===== src/rtl/hazard3_sd_dma_ahb_if.sv =====
// Bus bundle between the SD controller DMA Wishbone master and the AHB5 fabric.
// The bridge uses the "master" view: it accepts Wishbone beats and drives AHB
// as a master. The surrounding system uses the "slave" view.
//
// Handshake semantics: a Wishbone beat is offered while wb_cyc_i & wb_stb_i are
// high and is retired by exactly one wb_ack_o or wb_err_o pulse. An AHB address
// or data phase advances only on a cycle where hready is high. htrans=NONSEQ is
// the AHB "valid" and is held, with haddr stable, until hready accepts it.
interface hazard3_sd_dma_ahb_if #(
  parameter int W_ADDR = 32,
  parameter int W_DATA = 32
);
  // Wishbone slave side (toward sdc_controller m_wb_*)
  logic [W_ADDR-1:0] wb_adr_i;
  logic [3:0]        wb_sel_i;
  logic              wb_we_i;
  logic [W_DATA-1:0] wb_dat_i;
  logic [W_DATA-1:0] wb_dat_o;
  logic              wb_cyc_i;
  logic              wb_stb_i;
  logic [2:0]        wb_cti_i;
  logic [1:0]        wb_bte_i;
  logic              wb_ack_o;
  logic              wb_err_o;

  // AHB5 master side (toward system RAM)
  logic [W_ADDR-1:0] haddr;
  logic              hwrite;
  logic [1:0]        htrans;
  logic [2:0]        hsize;
  logic [2:0]        hburst;
  logic [3:0]        hprot;
  logic              hmastlock;
  logic              hexcl;
  logic              hready;
  logic              hresp;
  logic [W_DATA-1:0] hwdata;
  logic [W_DATA-1:0] hrdata;

  // Current bridge state: 0 IDLE, 1 ADDR, 2 DATA, 3 RESP
  logic [1:0]        dbg_state;

  modport master (
    input  wb_adr_i, wb_sel_i, wb_we_i, wb_dat_i, wb_cyc_i, wb_stb_i,
           wb_cti_i, wb_bte_i,
    output wb_dat_o, wb_ack_o, wb_err_o,
    output haddr, hwrite, htrans, hsize, hburst, hprot, hmastlock, hexcl,
           hwdata,
    input  hready, hresp, hrdata,
    output dbg_state
  );

  modport slave (
    output wb_adr_i, wb_sel_i, wb_we_i, wb_dat_i, wb_cyc_i, wb_stb_i,
           wb_cti_i, wb_bte_i,
    input  wb_dat_o, wb_ack_o, wb_err_o,
    input  haddr, hwrite, htrans, hsize, hburst, hprot, hmastlock, hexcl,
           hwdata,
    output hready, hresp, hrdata,
    input  dbg_state
  );
endinterface


===== src/rtl/hazard3_sd_dma_ahb.sv =====
// Wishbone-slave to AHB5-master bridge for the SD controller DMA data path.
// Every Wishbone beat becomes one AHB SINGLE transfer; one transfer in flight.
module hazard3_sd_dma_ahb #(
  parameter int                W_ADDR      = 32,
  parameter int                W_DATA      = 32,
  parameter logic [W_ADDR-1:0] ADDR_OFFSET = '0
) (
  input logic                 clk,
  input logic                 rst_n,
  hazard3_sd_dma_ahb_if.master bus
);

  typedef enum logic [1:0] {
    S_IDLE = 2'd0,
    S_ADDR = 2'd1,
    S_DATA = 2'd2,
    S_RESP = 2'd3
  } state_t;

  localparam logic [1:0] HTRANS_IDLE   = 2'b00;
  localparam logic [1:0] HTRANS_NONSEQ = 2'b10;

  state_t            state_q,  state_d;
  logic [1:0]        htrans_q, htrans_d;
  logic [W_ADDR-1:0] haddr_q,  haddr_d;
  logic              hwrite_q, hwrite_d;
  logic [2:0]        hsize_q,  hsize_d;
  logic [W_DATA-1:0] hwdata_q, hwdata_d;
  logic              ack_q,    ack_d;
  logic              err_q,    err_d;
  logic [W_DATA-1:0] dat_o_q,  dat_o_d;
  // Set once the master abandons the cycle; the AHB transfer still runs out
  logic              abort_q,  abort_d;

  logic              lane_ok;
  logic [1:0]        lane_lo;
  logic [2:0]        lane_size;
  logic              abort_now;

  // Cycle type, burst type and the byte offset bits carry no information here
  logic unused_inputs;
  assign unused_inputs = ^{bus.wb_cti_i, bus.wb_bte_i, bus.wb_adr_i[1:0]};

  // Translate Wishbone byte lanes into AHB size and low address bits
  always_comb begin
    lane_ok   = 1'b1;
    lane_lo   = 2'b00;
    lane_size = 3'd2;
    case (bus.wb_sel_i)
      4'hf: begin lane_size = 3'd2; lane_lo = 2'b00; end
      4'h3: begin lane_size = 3'd1; lane_lo = 2'b00; end
      4'hc: begin lane_size = 3'd1; lane_lo = 2'b10; end
      4'h1: begin lane_size = 3'd0; lane_lo = 2'b00; end
      4'h2: begin lane_size = 3'd0; lane_lo = 2'b01; end
      4'h4: begin lane_size = 3'd0; lane_lo = 2'b10; end
      4'h8: begin lane_size = 3'd0; lane_lo = 2'b11; end
      default: lane_ok = 1'b0;
    endcase
  end

  assign abort_now = abort_q | ~bus.wb_cyc_i;

  // Next-state and registered-output logic for the four-state transfer FSM
  always_comb begin
    state_d  = state_q;
    htrans_d = htrans_q;
    haddr_d  = haddr_q;
    hwrite_d = hwrite_q;
    hsize_d  = hsize_q;
    hwdata_d = hwdata_q;
    dat_o_d  = dat_o_q;
    abort_d  = abort_q;
    ack_d    = 1'b0;
    err_d    = 1'b0;

    unique case (state_q)
      S_IDLE: begin
        abort_d = 1'b0;
        if (bus.wb_cyc_i && bus.wb_stb_i) begin
          if (lane_ok) begin
            haddr_d  = {bus.wb_adr_i[W_ADDR-1:2], lane_lo} + ADDR_OFFSET;
            hwrite_d = bus.wb_we_i;
            hsize_d  = lane_size;
            htrans_d = HTRANS_NONSEQ;
            state_d  = S_ADDR;
          end else begin
            // Unsupported lane pattern: refuse without touching AHB
            err_d   = 1'b1;
            state_d = S_RESP;
          end
        end
      end

      S_ADDR: begin
        abort_d = abort_now;
        if (bus.hready) begin
          htrans_d = HTRANS_IDLE;
          hwdata_d = bus.wb_dat_i;
          state_d  = S_DATA;
        end
      end

      S_DATA: begin
        abort_d = abort_now;
        // hresp high with hready low is the first error cycle: keep waiting
        if (bus.hready) begin
          if (!hwrite_q && !bus.hresp) begin
            dat_o_d = bus.hrdata;
          end
          if (!abort_now) begin
            ack_d = ~bus.hresp;
            err_d = bus.hresp;
          end
          state_d = S_RESP;
        end
      end

      S_RESP: begin
        // ack/err pulse is visible this cycle; next beat may arrive at once
        state_d = S_IDLE;
      end

      default: state_d = S_IDLE;
    endcase
  end

  // State and output registers, cleared asynchronously
  always_ff @(posedge clk or negedge rst_n) begin
    if (!rst_n) begin
      state_q  <= S_IDLE;
      htrans_q <= HTRANS_IDLE;
      haddr_q  <= '0;
      hwrite_q <= 1'b0;
      hsize_q  <= 3'd2;
      hwdata_q <= '0;
      ack_q    <= 1'b0;
      err_q    <= 1'b0;
      dat_o_q  <= '0;
      abort_q  <= 1'b0;
    end else begin
      state_q  <= state_d;
      htrans_q <= htrans_d;
      haddr_q  <= haddr_d;
      hwrite_q <= hwrite_d;
      hsize_q  <= hsize_d;
      hwdata_q <= hwdata_d;
      ack_q    <= ack_d;
      err_q    <= err_d;
      dat_o_q  <= dat_o_d;
      abort_q  <= abort_d;
    end
  end

  assign bus.haddr     = haddr_q;
  assign bus.hwrite    = hwrite_q;
  assign bus.htrans    = htrans_q;
  assign bus.hsize     = hsize_q;
  assign bus.hburst    = 3'b000;
  assign bus.hprot     = 4'b0011;
  assign bus.hmastlock = 1'b0;
  assign bus.hexcl     = 1'b0;
  assign bus.hwdata    = hwdata_q;
  assign bus.wb_ack_o  = ack_q;
  assign bus.wb_err_o  = err_q;
  assign bus.wb_dat_o  = dat_o_q;
  assign bus.dbg_state = state_q;

endmodule


===== src/flat_wrapper.sv =====
// flat-port wrapper written by rule: the top's interface ports become plain ports
module hazard3_sd_dma_ahb_flat 
#(
  parameter int                W_ADDR      = 32,
  parameter int                W_DATA      = 32,
  parameter logic [W_ADDR-1:0] ADDR_OFFSET = '0
)
  (clk, rst_n, bus_wb_adr_i, bus_wb_sel_i, bus_wb_we_i, bus_wb_dat_i, bus_wb_cyc_i, bus_wb_stb_i, bus_wb_cti_i, bus_wb_bte_i, bus_wb_dat_o, bus_wb_ack_o, bus_wb_err_o, bus_haddr, bus_hwrite, bus_htrans, bus_hsize, bus_hburst, bus_hprot, bus_hmastlock, bus_hexcl, bus_hwdata, bus_hready, bus_hresp, bus_hrdata, bus_dbg_state);
  hazard3_sd_dma_ahb_if #(.W_ADDR(W_ADDR), .W_DATA(W_DATA)) bus_i ();
  input logic clk;
  input logic rst_n;
  input wire logic [$bits(bus_i.wb_adr_i)-1:0] bus_wb_adr_i;
  input wire logic [$bits(bus_i.wb_sel_i)-1:0] bus_wb_sel_i;
  input wire logic [$bits(bus_i.wb_we_i)-1:0] bus_wb_we_i;
  input wire logic [$bits(bus_i.wb_dat_i)-1:0] bus_wb_dat_i;
  input wire logic [$bits(bus_i.wb_cyc_i)-1:0] bus_wb_cyc_i;
  input wire logic [$bits(bus_i.wb_stb_i)-1:0] bus_wb_stb_i;
  input wire logic [$bits(bus_i.wb_cti_i)-1:0] bus_wb_cti_i;
  input wire logic [$bits(bus_i.wb_bte_i)-1:0] bus_wb_bte_i;
  output wire logic [$bits(bus_i.wb_dat_o)-1:0] bus_wb_dat_o;
  output wire logic [$bits(bus_i.wb_ack_o)-1:0] bus_wb_ack_o;
  output wire logic [$bits(bus_i.wb_err_o)-1:0] bus_wb_err_o;
  output wire logic [$bits(bus_i.haddr)-1:0] bus_haddr;
  output wire logic [$bits(bus_i.hwrite)-1:0] bus_hwrite;
  output wire logic [$bits(bus_i.htrans)-1:0] bus_htrans;
  output wire logic [$bits(bus_i.hsize)-1:0] bus_hsize;
  output wire logic [$bits(bus_i.hburst)-1:0] bus_hburst;
  output wire logic [$bits(bus_i.hprot)-1:0] bus_hprot;
  output wire logic [$bits(bus_i.hmastlock)-1:0] bus_hmastlock;
  output wire logic [$bits(bus_i.hexcl)-1:0] bus_hexcl;
  output wire logic [$bits(bus_i.hwdata)-1:0] bus_hwdata;
  input wire logic [$bits(bus_i.hready)-1:0] bus_hready;
  input wire logic [$bits(bus_i.hresp)-1:0] bus_hresp;
  input wire logic [$bits(bus_i.hrdata)-1:0] bus_hrdata;
  output wire logic [$bits(bus_i.dbg_state)-1:0] bus_dbg_state;
  assign bus_i.wb_adr_i = bus_wb_adr_i;
  assign bus_i.wb_sel_i = bus_wb_sel_i;
  assign bus_i.wb_we_i = bus_wb_we_i;
  assign bus_i.wb_dat_i = bus_wb_dat_i;
  assign bus_i.wb_cyc_i = bus_wb_cyc_i;
  assign bus_i.wb_stb_i = bus_wb_stb_i;
  assign bus_i.wb_cti_i = bus_wb_cti_i;
  assign bus_i.wb_bte_i = bus_wb_bte_i;
  assign bus_wb_dat_o = bus_i.wb_dat_o;
  assign bus_wb_ack_o = bus_i.wb_ack_o;
  assign bus_wb_err_o = bus_i.wb_err_o;
  assign bus_haddr = bus_i.haddr;
  assign bus_hwrite = bus_i.hwrite;
  assign bus_htrans = bus_i.htrans;
  assign bus_hsize = bus_i.hsize;
  assign bus_hburst = bus_i.hburst;
  assign bus_hprot = bus_i.hprot;
  assign bus_hmastlock = bus_i.hmastlock;
  assign bus_hexcl = bus_i.hexcl;
  assign bus_hwdata = bus_i.hwdata;
  assign bus_i.hready = bus_hready;
  assign bus_i.hresp = bus_hresp;
  assign bus_i.hrdata = bus_hrdata;
  assign bus_dbg_state = bus_i.dbg_state;
  hazard3_sd_dma_ahb #(.W_ADDR(W_ADDR), .W_DATA(W_DATA), .ADDR_OFFSET(ADDR_OFFSET)) u_core (.clk(clk), .rst_n(rst_n), .bus(bus_i));
endmodule

===== config.mk =====
export PLATFORM = sky130hd
export DESIGN_NAME = hazard3_sd_dma_ahb_flat
export DESIGN_NICKNAME = d
export VERILOG_FILES = /design/src/rtl/hazard3_sd_dma_ahb_if.sv /design/src/rtl/hazard3_sd_dma_ahb.sv /design/src/flat_wrapper.sv
export SDC_FILE = /design/constraint.sdc
export NUM_CORES = 1
export LEC_CHECK = 0
export BUFFER_PORTS_ARGS = -buffer_cell sky130_fd_sc_hd__buf_2
export CAP_MARGIN = 20
export CORE_MARGIN = 10
export CORE_UTILIZATION = 45
export CTS_CLUSTER_DIAMETER = 200
export CTS_CLUSTER_SIZE = 16
export DETAILED_ROUTE_END_ITERATION = 12
export GPL_ROUTABILITY_DRIVEN = 1
export GPL_TIMING_DRIVEN = 0
export PLACE_DENSITY = 0.79
export SYNTH_ARGS = -nofsm -noshare
export SYNTH_HDL_FRONTEND = slang
export SYNTH_SLANG_ARGS = --single-unit

===== constraint.sdc =====
create_clock -name clk -period 2.5 [get_ports clk]
set_clock_uncertainty 0.1 [all_clocks]
set_input_delay 0.25 -clock clk [delete_from_list [all_inputs] [get_ports clk]]
set_output_delay 0.25 -clock clk [all_outputs]
set_load 0.02 [all_outputs]

==> run metrics <==
status=finished clean; Rows=36; P_sw=between 0.002 and 0.003 W; Clk pwr share=0.139; Peak Freq=about 440 MHz; top post-synthesis cells by area=dfrtp_1 58%, mux2_2 16%, mux2_4 10%; initial antenna violation count=1; Yosys warnings=0; Worst-path clk slew=approximately 90 ps; synthesized area per cell=14.9 um^2; FFs w/ async S/R, synth=1.00; RD Place Congestion=0.820; most frequent cell after synthesis=dfrtp_1; leading area contributor after synthesis=dfrtp_1; share of cells above drive strength 1=0.632; total power=roughly 0.0075 W; unrepaired setup endpoints after global routing=false; power per standard cell area=between 1000 and 1500 mW/mm^2; Post-Syn Area=0.00446 mm^2; PortBufs=207; Synth Area in XOR/XNOR=0.00196; Initial Util=0.459; CTS Buf Count=9; worst skew pair latency=about 350 ps; core area=0.00973 mm^2; vias post-DR=about 3200; Seq/Total Area, Yosys=0.589; antenna-violating nets left=0; Compound-Gate Fraction of Synth Area=0.0451; Max-cap violations=0; sequential power share=0.391; combinational group share of total power=0.470; Post-Layout Cell Count=~680; Via density=4.79; slew of the pin with the lowest slew margin=606 ps; Final min period=roughly 2300 ps; CTS tree=done; pin count of the biggest net entering global routing=61; maximum root-to-sink buffer count=2; period utilization=0.917; H-tree depth=3; crit path max-delay cell type=dfrtp_1; multiplexer share of the synthesized area=0.268; Slew headroom=0.596; critical path endpoint category=flop; die footprint=around 0.014 mm^2; largest family of logic cells by synthesized area=multiplexers; total internal power=between 0.004 and 0.005 W; Max stage delay on crit path=between 400 and 500 ps; switching part of the total=0.389; final hold violations=0; simple-gate share of the synthesized area=0.0437; EDFF count, synth=0; Die X=120 um; Leak Pwr=approximately 3.1 nW; kind of critical path=reg2reg; drt pass-1 iters=4; adder-cell area share of the yosys netlist=0.0112; Setup Fix Bufs, Post-CTS=0; critical path launch point type=flop; # nets final=~660; HPWL Detailed=around 9.5 mm; Arr. time, crit path=2430 ps; most common library cells after synthesis=104 x dfrtp_1, 65 x mux2_2, 30 x mux2_4; fin. max-slew vios=0; top-area cell type share of the netlist area=0.583; initial DRC count=189; number of global-route vias before repair=3549; Area growth syn-to-layout=35.9%; Synth Register Bits=~110; final wirelength=roughly 12 mm; Die Ht=~120 um; total track usage=0.163; Primary FF master, synth=dfrtp_1; Setup TNS Final=0 ps; Clock Tree Root=clkbuf_8; CP top delay family=buffers and inverters; Netlist cell types=between 40 and 50; Clock Sinks=roughly 110; Ports=approximately 230; Syn Inst Count=about 300; gr ovfl total=0; final count of negative-setup-slack endpoints=0; drt wl/cell=17.5 um; Hold Crit Class=in2reg; first-pass GRT wire length=between 15 and 20 mm; Critical path buffers and inverters=3; CP cell instances=inv_1 > ha_1 > clkbuf_1 > nand3_2 > a21oi_4 > buf_6 > mux2_4; # DRC=0; Worst VDD drop=approximately 0.54 mV; CP Max Fanout=10; dpl cells=~650; CP required=between 2000 and 3000 ps
-- worst paths after layout --
check                                               startpoint                             endpoint  slack (ps)  cells past startpoint
hold / removal                                bus_wb_adr_i[16]     u_core.bus.haddr[16]$_DFFE_PN0P_          20                      2
hold reg to reg                     u_core.abort_q$_DFFE_PN0P_           u_core.abort_q$_DFFE_PN0P_         400                      1
setup / recovery           u_core.bus.dbg_state[1]$_DFFE_PN0P_     u_core.bus.haddr[23]$_DFFE_PN0P_         210                      7
max in group asynchronous                                rst_n      u_core.bus.haddr[9]$_DFFE_PN0P_        1280                      3
setup reg to reg           u_core.bus.dbg_state[1]$_DFFE_PN0P_     u_core.bus.haddr[23]$_DFFE_PN0P_         210                      7
min in group asynchronous                                rst_n  u_core.bus.wb_dat_o[14]$_DFFE_PN0P_         350                      2
-- stage by stage --
step | util | hold slack [ps] | worst slack [ps] | cell area [um^2]
after detailed placement | 0.589 | 211 | 226 | 5730
after global routing | 0.623 | 0.676 | 46.6 | 6070
after CTS | 0.620 | 0.162 | 202 | 6030
after floorplan | - | -146 | 457 | 4500
final | 0.623 | 20.3 | 208 | 6070
after global placement | 0.586 | 353 | 14.3 | 5700
-- layout by cell type (no fill, tap or decap), types with 4 or more instances in the layout --
| master | netlist | routed |
|---|---|---|
| clkbuf_1 | 3 | 4 |
| dfrtp_1 | 104 | 104 |
| ha_1 | 4 | 4 |
| and3_1 | 5 | 5 |
| buf_2 | 4 | 210 |
| mux2_4 | 30 | 30 |
| conb_1 | 2 | 11 |
| buf_4 | 11 | 12 |
| nor2_1 | 6 | 6 |
| nand2_1 | 11 | 11 |
| mux2_2 | 65 | 65 |
| o21ai_0 | 8 | 8 |
| dlygate4sd3_1 | 0 | 14 |
| clkbuf_8 | 0 | 11 |
-- layout make-up --
cell class	instances	area [um^2]
plain buffers	25	164
well taps	133	166
fillers	789	3660
repair buffers	222	1210
multi-input cells	175	1690
diodes	1	2.50
inverters	3	11.3
clock inverters	2	38.8
flip-flops and latches	105	2630
clock buffers	12	155
-- logic make-up after synthesis --
group           Yosys count
fa+ha+maj                 4
xor+xnor                  1
mux                      96
compound gates           27
buf+inv                  28
simple gates             36
flops                   105
other cells               2
-- power groups by stage --
stage,Clock [W],Sequential [W],Combinational (W)
detailed placement,0,0.00295,0.00355
floorplan,0,0.00394,0.00124
finish,0.00104,0.00292,0.00351
CTS,0.00108,0.00292,0.00357
global placement,0,0.00288,0.00347
global route,0.00115,0.00303,0.00375
-- registers in the layout, summed over array words and instances, names as in the netlist --
| name | cells |
|---|---|
| u_core.bus.wb_dat_o | 32 |
| u_core.bus.hwdata | 32 |
| u_core.bus.htrans | 1 |
| u_core.bus.wb_ack_o | 1 |
| u_core.abort_q | 1 |
| u_core.bus.dbg_state | 2 |
| u_core.bus.wb_err_o | 1 |
| u_core.bus.hwrite | 1 |
| u_core.bus.haddr | 32 |
| u_core.bus.hsize | 2 |
-- what timing repair did --
item | 4_1_cts | 5_1_grt
gates resized for setup | 0 | 0
setup endpoints to repair | 0 | 0
hold buffers | 11 | 3
endpoints found under the hold margin | 54 | 3
-- worst reg2reg max path: stages, from the launching register on --
cell and delay, ps:
dfrtp_1 440, inv_1 120, ha_1 150, clkbuf_1 260, nand3_2 260, a21oi_4 280
buf_6 240, mux2_4 320
-- routing by layer --
layer  vias to the layer above  routed length (um)  GRT usage
li1                       1522                   -          -
met1                      1582                4450      0.170
met2                       130                6280      0.296
met3                        14                 920     0.0497
met4                         0                 213     0.0686
met5                         -                   0          0
Note: power is estimated with default switching activity, not from simulation.
